`config.mk`:
```
export PLATFORM = sky130hd
export DESIGN_NAME = stride_seq_counter
export DESIGN_NICKNAME = d
export VERILOG_FILES = /design/src/rtl/counter_pkg.sv /design/src/rtl/stride_next_calc.sv /design/src/rtl/stride_seq_counter.sv
export SDC_FILE = /design/constraint.sdc
export NUM_CORES = 1
export LEC_CHECK = 0
export ABC_AREA = 1
export ABC_CLOCK_PERIOD_IN_PS = 4700
export BUFFER_PORTS_ARGS = -buffer_cell sky130_fd_sc_hd__buf_4
export CAP_MARGIN = 30
export CORE_MARGIN = 10
export CORE_UTILIZATION = 25
export CTS_CLUSTER_SIZE = 40
export DETAILED_ROUTE_END_ITERATION = 7
export GPL_TIMING_DRIVEN = 1
export PLACE_DENSITY = 0.45
export SYNTH_ARGS = -nofsm -noshare
export SYNTH_HDL_FRONTEND = slang
export SYNTH_HIERARCHICAL = 1
export SYNTH_SLANG_ARGS = --single-unit
```
`constraint.sdc`:
```
create_clock -name i_clk -period 4.7 [get_ports i_clk]
set_input_delay 0.94 -clock i_clk [delete_from_list [all_inputs] [get_ports i_clk]]
set_output_delay 0.94 -clock i_clk [all_outputs]
set_load 0.005 [all_outputs]
```
`src/rtl/counter_pkg.sv`:
```
// rtl/counter_pkg.sv - shared mode encodings and sequence helpers for the stride counter
//
// Purpose : mode encoding, LAST derivation and on-sequence membership test,
//           shared by stride_seq_counter and stride_next_calc.
// Contents: mode_e      - 2-bit mode encoding (11 behaves as wrap)
//           calc_last() - largest sequence value that fits in WIDTH bits
//           on_seq()    - true when a value is a member of BASE..LAST stepping STEP
package counter_pkg;

   typedef enum logic [1:0] {
      MODE_WRAP   = 2'b00,
      MODE_SAT    = 2'b01,
      MODE_BOUNCE = 2'b10,
      MODE_RSVD   = 2'b11
   } mode_e;

   // Elaboration-time helper; width is limited to 31 so the maximum fits in 32 bits.
   function automatic int unsigned calc_last(input int unsigned width,
                                             input int unsigned base,
                                             input int unsigned step);
      int unsigned top;
      top = (32'd1 << width) - 32'd1;
      return base + ((top - base) / step) * step;
   endfunction

   // The lower-bound term short-circuits before the subtraction can underflow.
   function automatic logic on_seq(input logic [31:0] val,
                                   input logic [31:0] base,
                                   input logic [31:0] step,
                                   input logic [31:0] last);
      return (val >= base) && (val <= last) && (((val - base) % step) == 32'd0);
   endfunction

endpackage

```
`src/rtl/stride_next_calc.sv`:
```
// rtl/stride_next_calc.sv - combinational next-count/next-dir/wrap/tc for the stride counter
//
// Purpose : given the current count, direction register and mode, compute the
//           value the counter takes on an enabled step plus the pulse flags.
// Ports   : count_i      current registered count
//           cur_dir_i    current direction register (used in bounce mode)
//           req_dir_i    requested direction input (used in wrap/saturate)
//           mode_i       mode select (see counter_pkg::mode_e)
//           next_count_o count after an enabled step
//           next_dir_o   direction register after an enabled step
//           wrap_o       step wraps around the sequence end
//           tc_o         step arrives at the terminal value of its direction
module stride_next_calc
   import counter_pkg::*;
#(
   parameter int unsigned WIDTH = 8,
   parameter int unsigned BASE  = 1,
   parameter int unsigned STEP  = 2,
   parameter int unsigned LAST  = 255
) (
   input  logic [WIDTH-1:0] count_i,
   input  logic             cur_dir_i,
   input  logic             req_dir_i,
   input  logic [1:0]       mode_i,
   output logic [WIDTH-1:0] next_count_o,
   output logic             next_dir_o,
   output logic             wrap_o,
   output logic             tc_o
);

   // One extra bit so count+STEP can never silently overflow.
   localparam logic [WIDTH:0] BASE_X = (WIDTH+1)'(BASE);
   localparam logic [WIDTH:0] STEP_X = (WIDTH+1)'(STEP);
   localparam logic [WIDTH:0] LAST_X = (WIDTH+1)'(LAST);

   mode_e          mode;
   logic           eff_dir;
   logic [WIDTH:0] cur_x;
   logic [WIDTH:0] up_x;
   logic [WIDTH:0] dn_x;
   logic [WIDTH:0] nxt_x;

   always_comb begin
      mode       = mode_e'(mode_i);
      eff_dir    = (mode == MODE_BOUNCE) ? cur_dir_i : req_dir_i;
      cur_x      = {1'b0, count_i};
      up_x       = cur_x + STEP_X;
      dn_x       = cur_x - STEP_X;
      nxt_x      = cur_x;
      next_dir_o = eff_dir;
      wrap_o     = 1'b0;

      if (cur_x == '0) begin
         // 0 is off-sequence: enter at the end matching the direction, never a wrap.
         nxt_x = eff_dir ? LAST_X : BASE_X;
      end else if (!eff_dir) begin
         if (cur_x >= LAST_X) begin
            case (mode)
               MODE_SAT:    nxt_x = LAST_X;
               MODE_BOUNCE: begin
                  nxt_x      = LAST_X - STEP_X;
                  next_dir_o = 1'b1;
               end
               default: begin
                  nxt_x  = BASE_X;
                  wrap_o = 1'b1;
               end
            endcase
         end else begin
            nxt_x = up_x;
         end
      end else begin
         if (cur_x <= BASE_X) begin
            case (mode)
               MODE_SAT:    nxt_x = BASE_X;
               MODE_BOUNCE: begin
                  nxt_x      = BASE_X + STEP_X;
                  next_dir_o = 1'b0;
               end
               default: begin
                  nxt_x  = LAST_X;
                  wrap_o = 1'b1;
               end
            endcase
         end else begin
            nxt_x = dn_x;
         end
      end

      // Terminal is judged against the direction actually moved after this step;
      // requiring a change suppresses repeat pulses while saturated.
      tc_o = (nxt_x != cur_x) && (next_dir_o ? (nxt_x == BASE_X) : (nxt_x == LAST_X));
      next_count_o = nxt_x[WIDTH-1:0];
   end

endmodule

```
`src/rtl/stride_seq_counter.sv`:
```
// rtl/stride_seq_counter.sv - programmable arithmetic-sequence (stride) counter
//
// Purpose : generates BASE, BASE+STEP, ... LAST with up/down direction and
//           wrap / saturate / bounce end behaviour, plus validated load.
// Ports   : i_clk       clock, rising edge
//           i_rst       synchronous active-high reset
//           i_enable    advance one step this cycle
//           i_dir       0 up, 1 down (ignored in bounce)
//           i_mode      00 wrap, 01 saturate, 10 bounce, 11 wrap
//           i_load      load request (suppresses the step)
//           i_load_val  value to load
//           o_count     registered count
//           o_dir       direction register
//           o_tc        terminal-count pulse
//           o_wrap      wrap-around pulse
//           o_load_err  rejected-load pulse
module stride_seq_counter
   import counter_pkg::*;
#(
   parameter int unsigned WIDTH = 8,
   parameter int unsigned BASE  = 1,
   parameter int unsigned STEP  = 2
) (
   input  logic             i_clk,
   input  logic             i_rst,
   input  logic             i_enable,
   input  logic             i_dir,
   input  logic [1:0]       i_mode,
   input  logic             i_load,
   input  logic [WIDTH-1:0] i_load_val,
   output logic [WIDTH-1:0] o_count,
   output logic             o_dir,
   output logic             o_tc,
   output logic             o_wrap,
   output logic             o_load_err
);

   localparam int unsigned LAST = calc_last(WIDTH, BASE, STEP);

   logic [WIDTH-1:0] count_q, count_d;
   logic             dir_q, dir_d;
   logic             tc_q, tc_d;
   logic             wrap_q, wrap_d;
   logic             err_q, err_d;

   logic [WIDTH-1:0] step_count;
   logic             step_dir;
   logic             step_wrap;
   logic             step_tc;
   logic             load_ok;

   stride_next_calc #(
      .WIDTH (WIDTH),
      .BASE  (BASE),
      .STEP  (STEP),
      .LAST  (LAST)
   ) u_next (
      .count_i      (count_q),
      .cur_dir_i    (dir_q),
      .req_dir_i    (i_dir),
      .mode_i       (i_mode),
      .next_count_o (step_count),
      .next_dir_o   (step_dir),
      .wrap_o       (step_wrap),
      .tc_o         (step_tc)
   );

   assign load_ok = on_seq(32'(i_load_val), BASE, STEP, LAST);

   // Load beats enable; pulses default low so they last exactly one cycle.
   always_comb begin
      count_d = count_q;
      dir_d   = dir_q;
      tc_d    = 1'b0;
      wrap_d  = 1'b0;
      err_d   = 1'b0;
      if (i_load) begin
         if (load_ok) begin
            count_d = i_load_val;
         end else begin
            err_d = 1'b1;
         end
      end else if (i_enable) begin
         count_d = step_count;
         dir_d   = step_dir;
         tc_d    = step_tc;
         wrap_d  = step_wrap;
      end
   end

   always_ff @(posedge i_clk) begin
      if (i_rst) begin
         count_q <= '0;
         dir_q   <= 1'b0;
         tc_q    <= 1'b0;
         wrap_q  <= 1'b0;
         err_q   <= 1'b0;
      end else begin
         count_q <= count_d;
         dir_q   <= dir_d;
         tc_q    <= tc_d;
         wrap_q  <= wrap_d;
         err_q   <= err_d;
      end
   end

   assign o_count    = count_q;
   assign o_dir      = dir_q;
   assign o_tc       = tc_q;
   assign o_wrap     = wrap_q;
   assign o_load_err = err_q;

endmodule
```
* After elaboration in Yosys (flattened, before gate mapping)
Cells that the tools add are included.
Cells by class: add/sub/neg operators 3, order comparisons 3, eq/ne operators 6, muxes and demuxes 23, bitwise logic cells 2, reductions and logical operators 11
Operator list (number):
- 2-to-1 mux 9 bit | 4
- zero test 32 bit | 1
- 2-to-1 mux 8 bit | 4
- one-hot mux 8 bit (2 select lines) | 2
- 2-to-1 mux 1 bit | 13
- adder 8 x 2 -> 9 bit, second input constant | 1
- equality test 9 x 1 -> 1 bit, second input constant | 1
- equality test 9 x 8 -> 1 bit, second input constant | 1
- != test 9 x 8 -> 1 bit | 1
- subtractor 8 x 2 -> 9 bit, second input constant | 1
- >= comparator 8 x 1 -> 1 bit, second input constant | 1
- >= comparator 8 bit, second input constant | 1
- less-or-equal comparator 8 x 1 -> 1 bit, second input constant | 1
- zero test 8 bit | 1
- AND reduction 2 bit | 2
- OR reduction 2 bit | 2
- OR reduction 4 bit | 1
- OR reduction 3 bit | 1
- equality test 2 x 1 -> 1 bit, second input constant | 1
- equality test 2 bit, second input constant | 1
- logical AND 1 bit | 2
- != test 2 x 1 -> 1 bit, second input constant | 1
- inverter 1 bit | 2
- nonzero test 2 bit | 1
- subtractor 1 bit, second input constant | 1
Storage, ports and cells: bits in registers 12, bits of input ports 15, output and inout bits 12, word-level logic and storage cells 53

* Logic depth before layout (Yosys ltp)
Gate-level depths: netlist of the first run.
depth after elaboration 8, mapped depth 17, mapped depth without buffers 17

* Cells and area by module
Netlist of the first run, hierarchy kept.
By module, submodules not included:
- stride_next_calc | instances 1, cells each 159, area an instance 853.3 um^2, sequential area each 0.0 um^2
- stride_seq_counter | instances 1, cells each 88, area an instance 638.1 um^2, sequential area each 240.2 um^2

* Worst setup path after synthesis of the first run
OpenSTA, ideal clock, no wires.
path kind input -> register, from in i_mode[0], to reg tc_q (netlist: o_tc), setup time 0.115 ns, data arrival time 2.319 ns, data required time 4.585 ns, slack 2.265 ns, stages on the path 13, path buffers 0, path through inv_1 ha_1 o21ai_2 nand2_1 nand2_1 nand3_1 nand2_2 nand2_1 nand2_1 nand3_1 nor3_1 nor2_1 nor3b_2
Between the ends: cells in the longest elaborated chain, start to end 8, elaborated cells between the ends (all ways) 21, those cells by class eq/ne (5); mux (15); reduce/logical (1)
RTL lines:
- start: declaration | line stride_seq_counter.sv:28 | input logic [1:0] i_mode,
- equality test 2 bit or equality test 2 x 1 -> 1 bit (tied branches) | line stride_next_calc.sv:45, stride_next_calc.sv:58, stride_next_calc.sv:74
- one-hot mux 8 bit (2 select lines), on equally long branches | line stride_next_calc.sv:58, stride_next_calc.sv:74
- 2-to-1 mux 9 bit, on equally long branches | line stride_next_calc.sv:57, stride_next_calc.sv:73
- 2-to-1 mux 9 bit | line stride_next_calc.sv:56 | end else if (!eff_dir) begin
- 2-to-1 mux 9 bit * | line stride_next_calc.sv:53 | if (cur_x == '0) begin
- via step_count[1] | line stride_seq_counter.sv:46 | logic [WIDTH-1:0] step_count;
- equality test 9 x 8 -> 1 bit or equality test 9 x 1 -> 1 bit (tied branches) | line stride_next_calc.sv:92 | tc_o = (nxt_x != cur_x) && (next_dir_o ? (nxt_x == BASE_X) : (nxt_x == LAST_X));
- 2-to-1 mux 1 bit | line stride_next_calc.sv:92
- logical AND 1 bit * | line stride_next_calc.sv:92
- via step_tc | line stride_seq_counter.sv:49 | logic step_tc;
- end signal: assignment | line stride_seq_counter.sv:101 | tc_q <= tc_d;
- end: declaration | line stride_seq_counter.sv:42 | logic tc_q, tc_d;
Mark *: on every way through the listed nets, which the timed path passes. The rest lies on a longest branch. A chain may end at the register's enable or synchronous reset.

* Worst setup path in the final report of the first run
Ends and elaborated chain as after synthesis.

==> out/metrics.yaml, run 1 <==
yosys:
  yosys.area.top_type: "nand2_1"
  synthCells: 247
  synth_nets: 266
  synth_cell_types: 29
  netlist_area_um2: 1491
  yosysTopAreaCellShare_pct: 19.63
  yosysWarnings: 6
  seq_area_frac_synth_pct: 16.11
  synth_area_leaders: "nand2_1, dfxtp_1, nand3_1, nor2_1, inv_1"
  synth.avg_cell_area_um2: 6.038
  synth-seq-cells: 12
floorplan:
  num_rows: 28
  dieArea_um2: 9456
  fp.dieW_um: 97.24
  die-height_um: 97.24
  start_util_pct: 25.49
  core_region_area_um2: 5851
  ioPinCount: 27
detailed_routing:
  totalWireLength_um: 4267
  ant_nets: 0
  via_count: 1527
  wl_per_cell_um: 12.30
  dr.pass1.iters: 4
  drt_iter0_drc: 44
  drc: 0
  vias_per_cell: 4.401
worst_setup_path:
  r2r_end: "o_tc"
  cp-start-kind: "primary input"
  cp.required_ps: 4880
  end_kind: "flop"
  reg2reg_depth: 11
  cp_data_arrival_time_ps: 2680
  crit_fanout: 10
  rrSetupSlack_ps: 2510
  critPathKind: "in -> reg"
  rr_startpoint: "o_count[3]"
timing:
  holdWs_ps: 529.6
  setup_tns_ps: 0
  rsz0062_at_grt: "false"
  hold_viol_final: 0
  tightest_slew_ps: 552.1
  relSlewSlack_pct: 63.14
  skew_ps: 4.515
  finalCriticalPeriod_ps: 2498
  finalCritPeriodShare_pct: 53.14
  fmax_mhz: 400.4
  final-setup-viol-count: 0
  slew_viol_final: 0
clocking:
  tritoncts: "built"
  cts_resized: 0
  clock_latency_ps: 240
  cts_hold_buf: 0
  h-tree-depth: 1
  clk_pin_slew_ps: 50
  cts_buffer_depth: 2
  root_buffer: "clkbuf_8"
  cts_setup_buffers: 0
  cts_made_buffers: 3
  cts.sinks: 12
min_path:
  min_delay_worst_endpoint: "o_dir"
  hold_class: "reg -> reg"
  hold_path_depth: 2
  hp-start: "o_dir"
placed_design:
  port_buffers: 26
  gp_congestion: 0.8178
  dp_hpwl_um: 3544
grt:
  groute.usage.overall_pct: 9.038
  antenna_found_initial: 0
  grt.overflow.total: 0
  grt_pass1_vias: 1544
  grt_pass1_wl_um: 7224
  grt_max_degree: 15
final_layout:
  fin_nets: 293
  drive_above_1_share_pct: 27.21
  fillCellCount: 666
  n_antenna_cell: 0
  synthToLayoutAreaGrowth_pct: 19.30
power_and_ir_drop:
  power.density_nw_per_um2: 246.1
  total_leakage_power_nw: 0.9427
  ir_drop_v: 0.0001106
status:
  status: "completed"
flow_run:
  maxCapViolations: 0
==> area by class of cell <==
cell class	instances	area [um^2]	area share (%)
clock buffers	3	41.29	2.321
inverters	35	141.4	7.947
multi-input cells	196	1067	59.99
flip-flops and latches	12	240.2	13.50
well taps	75	93.84	5.274
repair buffers	26	195.2	10.97
==> synthesized netlist by cell type <==
cell type / count
a211oi_1: 1
a21oi_1: 2
buf_2: 1
buf_6: 2
buf_8: 1
clkinv_1: 1
dfxtp_1: 12
ha_1: 4
inv_1: 25
inv_2: 7
inv_4: 1
inv_8: 1
nand2_1: 78
nand2_2: 11
nand2_4: 3
nand2_8: 1
nand3_1: 31
nand3_2: 9
nand3_4: 1
nand4_1: 3
nor2_1: 32
nor2_2: 2
nor2_4: 5
nor2_8: 1
nor3_1: 2
nor3b_2: 2
o21ai_0: 3
o21ai_2: 1
xor2_1: 4
==> metrics by stage <==
| step | utilization [%] | setup slack (ps) | std cells | power, mW | area, um^2 |
|---|---|---|---|---|---|
| 6_report | 30.41 | 2202 | 347 | 0.4378 | 1779 |
| 5_1_grt | 30.41 | 1988 | 347 | 0.4803 | 1779 |
| 4_1_cts | 30.41 | 2197 | 347 | 0.4451 | 1779 |
| 3_5_place_dp | 29.70 | 1946 | 344 | 0.3473 | 1738 |
| 3_3_place_gp | 29.70 | 1996 | 344 | 0.3502 | 1738 |
| 2_1_floorplan | - | 2265 | 247 | 0.2879 | 1491 |
==> state kept, by name, summed over array words and instances, names as in the netlist <==
register,cells
o_count,8
o_dir,1
o_tc,1
o_load_err,1
o_wrap,1
==> worst max path at each step <==
stage / start / endpoint / cells after the start
floorplan: i_mode[0] / o_tc / 13
global placement: i_mode[0] / o_tc / 17
detailed placement: i_mode[0] / o_tc / 17
CTS: i_mode[0] / o_tc / 17
global route: i_mode[0] / o_tc / 17
finish: i_mode[0] / o_tc / 17
==> critical path, stage by stage <==
cell,delay [ps]
buf_4,80
inv_1,30
ha_1,240
nand2_1,120
inv_1,80
nor2_4,250
nand4_1,130
nand3_1,130
nand2_2,70
nand2_1,100
nand2_1,60
nor2_1,80
nand2_1,50
nand2_1,60
nand2_1,40
nor2_1,60
nor3b_2,140
==> report_power, final <==
part	switching [mW]	internal [mW]
logic	0.131	0.0806
clock network	0.0394	0.0566
registers	0.0205	0.110
==> routing by layer <==
layer	GRT usage, %	up-vias	share of wire (%)
met2	14.76	32	46
met5	0	-	0
met4	3.356	0	1.4
met3	1.849	5	4.9
li1	-	824	-
met1	11.34	666	48
==> cells in the final DEF (no fill, tap or decap), drive strengths merged <==
cell / n
clkbuf: 3
clkinv: 1
dfxtp: 12
nor3b: 2
nor3: 2
o21ai: 4
a211oi: 1
inv: 34
nand3: 41
ha: 4
buf: 26
nand4: 3
nand2: 93
nor2: 40
a21oi: 2
xor2: 4
==> kinds of logic after synthesis <==
family | count (synthesis) | share of synthesized area (%)
and+or+nand+nor | 181 | 63.09
adders and majority gates | 4 | 3.356
xor gates and xnor gates | 4 | 2.349
DFF | 12 | 16.11
AOI/OAI and AO/OA | 7 | 2.768
buffers and inverters | 39 | 12.33
No activity file was read; power rests on OpenSTA's default activity.
==> run 2: changes to the inputs <==
--- a/config.mk
+++ b/config.mk
@@ -6,7 +6,7 @@
 export NUM_CORES = 1
 export LEC_CHECK = 0
 export ABC_AREA = 1
-export ABC_CLOCK_PERIOD_IN_PS = 4700
+export ABC_CLOCK_PERIOD_IN_PS = 2100
 export BUFFER_PORTS_ARGS = -buffer_cell sky130_fd_sc_hd__buf_4
 export CAP_MARGIN = 30
 export CORE_MARGIN = 10
@@ -14,7 +14,7 @@
 export CTS_CLUSTER_SIZE = 40
 export DETAILED_ROUTE_END_ITERATION = 7
 export GPL_TIMING_DRIVEN = 1
-export PLACE_DENSITY = 0.45
+export PLACE_DENSITY = 0.47
 export SYNTH_ARGS = -nofsm -noshare
 export SYNTH_HDL_FRONTEND = slang
 export SYNTH_HIERARCHICAL = 1
==> constraint.sdc (replaced) <==
create_clock -name i_clk -period 2.1 [get_ports i_clk]
set_input_delay 0.42 -clock i_clk [delete_from_list [all_inputs] [get_ports i_clk]]
set_output_delay 0.42 -clock i_clk [all_outputs]
set_load 0.005 [all_outputs]
==> run 2 against run 1 <==
Highest routed layer unchanged. Routed wire length grew 4.7%. Power grew to 2.5 times the previous value. Non-clock buffer count grew 18. Die area is the same. Final area grew 10%. First-iteration DRC count grew 50%. Largest cell class unchanged. Critical path depth shrank 4. Hold slack lost 160 ps. Via count grew 5.6%. Cell count grew 5.5%. Register-to-register slack lost 2300 ps. Largest power group unchanged. Flip-flop and latch count is the same.
==> out/metrics.yaml, run 2 (synthesized netlist as in run 1, its figures left out) <==
floorplan:
  die-height_um: 97.24
  dieArea_um2: 9456
  core_region_area_um2: 5851
  start_util_pct: 25.49
  fp.dieW_um: 97.24
  ioPinCount: 27
  num_rows: 28
timing:
  finalCriticalPeriod_ps: 1889
  hold_viol_final: 0
  slew_viol_final: 0
  tightest_slew_ps: 272.1
  final-setup-viol-count: 0
  finalCritPeriodShare_pct: 89.94
  skew_ps: 5.145
  relSlewSlack_pct: 81.75
  fmax_mhz: 529.4
detailed_routing:
  totalWireLength_um: 4466
  drt_iter0_drc: 66
  drc: 0
  wl_per_cell_um: 12.20
  via_count: 1613
  dr.pass1.iters: 4
  ant_nets: 0
  vias_per_cell: 4.407
clocking:
  h-tree-depth: 1
  root_buffer: "clkbuf_8"
  cts_setup_buffers: 0
  cts.sinks: 12
  clock_latency_ps: 240
  clk_pin_slew_ps: 60
  cts_made_buffers: 3
  cts_buffer_depth: 2
  tritoncts: "built"
worst_setup_path:
  path_buf_inv: 2
  crit_chain: "nor2_2 > nand2_2 > inv_2 > nand2_4 > nor2_8 > inv_4 > nand2_2 > nand2_1 > nand2_1 > nand3_1 > nor3_1 > nor2_1 > nor3b_2"
  cp.required_ps: 2230
  crit_family: "simple AND/OR/NAND/NOR gates"
  max_stage_delay_ps: 370
  cp-start-kind: "flop"
  crit_fanout: 8
  critPathKind: "reg -> reg"
  cp_data_arrival_time_ps: 2020
  slowest_stage: "dfxtp_2"
  end_kind: "flop"
final_layout:
  final_area_um2: 1966
  mostFrequentLayoutCell: "nand2_1"
  fin_cells: 366
  fin_nets: 311
  post-route-util_pct: 33.60
  synthToLayoutAreaGrowth_pct: 31.80
  layout_common_cells: "nand2_1, buf_4, nor2_1"
  drive_above_1_share_pct: 35.05
  n_antenna_cell: 0
  largest_reg_flops: 8
placed_design:
  placed_area_um2: 1886
  place_inst: 362
  port_buffers: 26
  dp_hpwl_um: 3775
  gp_congestion: 0.8543
power_and_ir_drop:
  power.density_nw_per_um2: 560.5
  total_leakage_power_nw: 1.043
  ir_drop_v: 0.0002520
grt:
  grt.overflow.total: 0
  grt_max_degree: 13
  grt_pass1_wl_um: 7859
  groute.usage.overall_pct: 9.660
  antenna_found_initial: 0
  grt_pass1_vias: 1644
min_path:
  hold_class: "in -> reg"
flow_run:
  maxCapViolations: 0
status:
  status: "completed"
## run 2: changes by cell type in the layout (fill, tap and decap cells not counted), moves of 2 or more
cell	previous run	this run
buf_4	26	43
dfxtp_1	12	8
dfxtp_2	0	4
ha_1	4	1
ha_2	0	2
## run 2: layer usage
layer,vias to the layer above,track usage (%),part of all wire [%]
met5,-,0,0
met4,0,2.349,0.76
met3,4,1.849,4.3
met2,29,16.20,47
met1,720,12.30,48
li1,860,-,-
## run 2: path summary, 6_finish.rpt
path | end | slack [ps] | start | depth (start not counted)
worst max-delay path | o_tc | 210 | o_count[2] | 13
worst min-delay path | o_tc | 370 | i_rst | 2
worst max register to register | o_tc | 210 | o_count[2] | 13
worst min register to register | o_dir | 550 | o_dir | 2
## run 2: power by group
group / switching (mW) / internal, mW / total [mW]
logic: 0.332 / 0.241 / 0.573
registers: 0.0255 / 0.247 / 0.273
clock network: 0.0907 / 0.166 / 0.257
total: 0.448 / 0.654 / 1.10
## run 2: final cells by class
class / instances / area [um^2]
Inverter: 35 / 141.4
Timing Repair Buffer: 44 / 342.8
Clock buffer: 4 / 55.05
Sequential cell: 12 / 245.2
Multi-Input combinational cell: 196 / 1087
Tap cell: 75 / 93.84
Fill cell: 664 / 3885
## run 2: through the flow
step | setup slack [ps] | total power [mW] | hold WS, ps | setup TNS, ps
global route | -0.6681 | 1.201 | 381.9 | -0.6681
floorplan | 185.2 | 0.6443 | 489.5 | 0
finish | 211.2 | 1.102 | 373.4 | 0
CTS | 34.52 | 1.106 | 369.3 | 0
detailed placement | -38.55 | 0.8431 | 547.5 | -38.55
global placement | -14.67 | 0.8464 | 538.6 | -14.67
## run 2: worst reg2reg max path, delay by kind of cell (launching register included)
family,cells,cell delay [ps]
buffers and inverters,2,180
flip-flops,1,370
AND/OR/NAND/NOR,11,1210
## run 2: what timing repair did
action,CTS,global route
hold buffers,0,0
gates resized for setup,0,10
setup endpoints to repair,0,3
==> run 3: changes to the inputs <==
--- a/config.mk
+++ b/config.mk
@@ -5,7 +5,6 @@
 export SDC_FILE = /design/constraint.sdc
 export NUM_CORES = 1
 export LEC_CHECK = 0
-export ABC_AREA = 1
 export ABC_CLOCK_PERIOD_IN_PS = 2100
 export BUFFER_PORTS_ARGS = -buffer_cell sky130_fd_sc_hd__buf_4
 export CAP_MARGIN = 30
@@ -13,6 +12,7 @@
 export CORE_UTILIZATION = 25
 export CTS_CLUSTER_SIZE = 40
 export DETAILED_ROUTE_END_ITERATION = 7
+export GPL_ROUTABILITY_DRIVEN = 0
 export GPL_TIMING_DRIVEN = 1
 export PLACE_DENSITY = 0.47
 export SYNTH_ARGS = -nofsm -noshare
==> run 3 against run 2 <==
The flow now finishes with violations (setup timing). Sequential power barely moved. Combinational power fell by 0.7%. Synthesized cell count fell by 37%. Register-to-register slack got worse by 220 ps. Highest routed layer unchanged. First-iteration DRC count rose by 35%. Via count fell by 14%. Worst setup slack got worse by 220 ps.
==> out/metrics.yaml, run 3 <==
status:
  status: "complete, but fails checks"
  violations: "setup timing"
grt:
  grt_max_degree: 19
  grt_pass1_vias: 1484
  grt_pass1_wl_um: 7127
  antenna_found_initial: 0
  groute.usage.overall_pct: 10.15
  grt.overflow.total: 0
detailed_routing:
  via_count: 1393
  wl_per_cell_um: 15.20
  drc: 0
  drt_iter0_drc: 89
  ant_nets: 0
  vias_per_cell: 4.940
  dr.pass1.iters: 4
  totalWireLength_um: 4286
final_layout:
  fin_nets: 236
  largest_reg_flops: 8
  fin_cells: 282
  fillCellCount: 505
  mostFrequentLayoutCell: "buf_4"
  drive_above_1_share_pct: 50.70
  n_antenna_cell: 0
  post-route-util_pct: 39.72
  synthToLayoutAreaGrowth_pct: 50.73
  layout_common_cells: "buf_4, nor2_1, mux2i_1"
  seq_area_um2: 245.2
  multi_input_comb_area_um2: 1011
worst_setup_path:
  slowest_stage: "or3_4"
  end_kind: "flop"
  critPathKind: "reg -> reg"
  cp-start-kind: "flop"
  cp_data_arrival_time_ps: 2280
  crit_fanout: 4
  critPathMostFrequentCell: "a21oi_2"
  crit_chain: "buf_4 > or3_4 > mux2i_1 > a21oi_2 > o32ai_4 > nand4_1 > or2_1 > a21oi_2 > nor3b_2"
  max_stage_delay_ps: 360
  cp.required_ps: 2270
  path_buf_inv: 1
  crit_family: "simple AND/OR/NAND/NOR gates"
min_path:
  hold_class: "in -> reg"
clocking:
  clock_latency_ps: 230
  cts_made_buffers: 3
  cts_buffer_depth: 2
  clk_pin_slew_ps: 50
  h-tree-depth: 1
  cts.sinks: 12
  root_buffer: "clkbuf_8"
  cts_hold_buf: 0
  tritoncts: "built"
yosys:
  synth_area_leaders: "dfxtp_1, mux2i_1, a211oi_2, nor2_1, ha_1"
  synth_nets: 174
  synthSimpleGateAreaFrac_pct: 28.21
  yosysTopAreaCellShare_pct: 18.81
  seq_area_frac_synth_pct: 18.81
  synth_adder_area_share_pct: 3.918
  synthCells: 155
  synth_cell_types: 51
  async_reset_ff_share_pct: 0
  synth_edf_count: 0
  yosysMostFrequentCell: "nor2_1"
  synth.area.mux_share_pct: 12.34
  synthXorXnorAreaFrac_pct: 2.742
  netlist_top_cells_count: "nor2_1, dfxtp_1, mux2i_1"
  synth.avg_cell_area_um2: 8.242
  yosys_most_used_dff: "dfxtp_1"
  synth_top_family_by_area: "simple AND/OR/NAND/NOR gates"
  synth-seq-cells: 12
  netlist_area_um2: 1277
  synth_compound_gate_area_share_pct: 24.58
  yosysWarnings: 6
  yosys.area.top_type: "dfxtp_1"
floorplan:
  core_region_area_um2: 4848
  fp.dieW_um: 91.49
  ioPinCount: 27
  start_util_pct: 26.35
  num_rows: 25
  dieArea_um2: 8370
  die-height_um: 91.49
timing:
  rsz0062_at_grt: "true"
  finalCritPeriodShare_pct: 100.5
  fmax_mhz: 474.0
  finalCriticalPeriod_ps: 2109
  relSlewSlack_pct: 78.85
  tightest_slew_ps: 314.9
  hold_viol_final: 0
  final-setup-viol-count: 1
  skew_ps: 2.465
  slew_viol_final: 0
  setup_ws_ps: -9.487
placed_design:
  port_buffers: 26
  place_inst: 278
  dp_hpwl_um: 3516
  placement.setup.worst_slack_ps: -256.5
power_and_ir_drop:
  total_leakage_power_nw: 0.8226
  ir_drop_v: 0.0004556
  power_mw: 1.046
  power.density_nw_per_um2: 543.4
flow_run:
  maxCapViolations: 0
## run 3: cell types whose count changed after synthesis, moves of 5 or more
cell | before | now
inv_1 | 25 | 7
nor2_4 | 5 | 0
a211oi_2 | 0 | 7
inv_2 | 7 | 0
nand2_1 | 78 | 9
nand3_1 | 31 | 7
a21oi_1 | 2 | 7
nand2_2 | 11 | 0
nand3_2 | 9 | 0
o21ai_0 | 3 | 8
mux2i_1 | 0 | 12
nor2_1 | 32 | 16
## run 3: worst register-to-register path, cell delays in order (launching register included)
cell and delay [ps]:
dfxtp_2 320, buf_4 130, or3_4 360, mux2i_1 200, a21oi_2 90, o32ai_4 310
nand4_1 120, or2_1 240, a21oi_2 120, nor3b_2 140
## run 3: path summary, 6_finish.rpt
kind,startpoint,to,slack (ps),cells after the start
setup / recovery,o_count[1],o_tc,-9,9
hold reg to reg,o_dir,o_dir,600,2
hold / removal,i_load_val[0],o_load_err,350,2
setup reg to reg,o_count[1],o_tc,-9,9
## run 3: what timing repair did
item / CTS / global route
pin swaps: 2 / 1
setup buffers: 0 / 1
resized for setup: 16 / 6
endpoints found under the setup margin: 2 / 4
## run 3: cell families after synthesis
group,count (synthesis)
AOI/OAI and AO/OA,39
xor gates and xnor gates,4
adders and majority gates,4
buffers and inverters,18
DFF,12
muxes,15
and+or+nand+nor,63
## run 3: power breakdown
group / internal (mW) / leakage, nW / switching (mW)
sequential: 0.248 / 0.100 / 0.0262
combinational: 0.296 / 0.701 / 0.273
clock: 0.126 / 0.0216 / 0.0772
total: 0.670 / 0.823 / 0.377
## run 3: layout make-up
| class | count | area share (%) |
|---|---|---|
| multi-input combinational | 125 | 52.50 |
| timing repair buffer | 68 | 26.90 |
| inverter | 7 | 1.365 |
| sequential | 12 | 12.74 |
| clock buffer | 3 | 2.144 |
| tap | 67 | 4.353 |
## run 3: through the flow
stage / hold slack (ps) / TNS, ps / cell area (um^2)
6_report: 352.1 / -9.487 / 1926
5_1_grt: 353.0 / -113.8 / 1926
4_1_cts: 344.4 / 0 / 1901
3_5_place_dp: 597.8 / -529.3 / 1787
3_3_place_gp: 585.5 / -433.1 / 1787
2_1_floorplan: 489.7 / 0 / 1294
## run 3: metal layers
metal  up-vias  GRT usage, %  wire length [um]
met3         2         1.811               201
li1        699             -                 -
met1       658         11.47              1818
met5         -             0                 0
met4         0         4.178                29
met2        34         18.19              2235
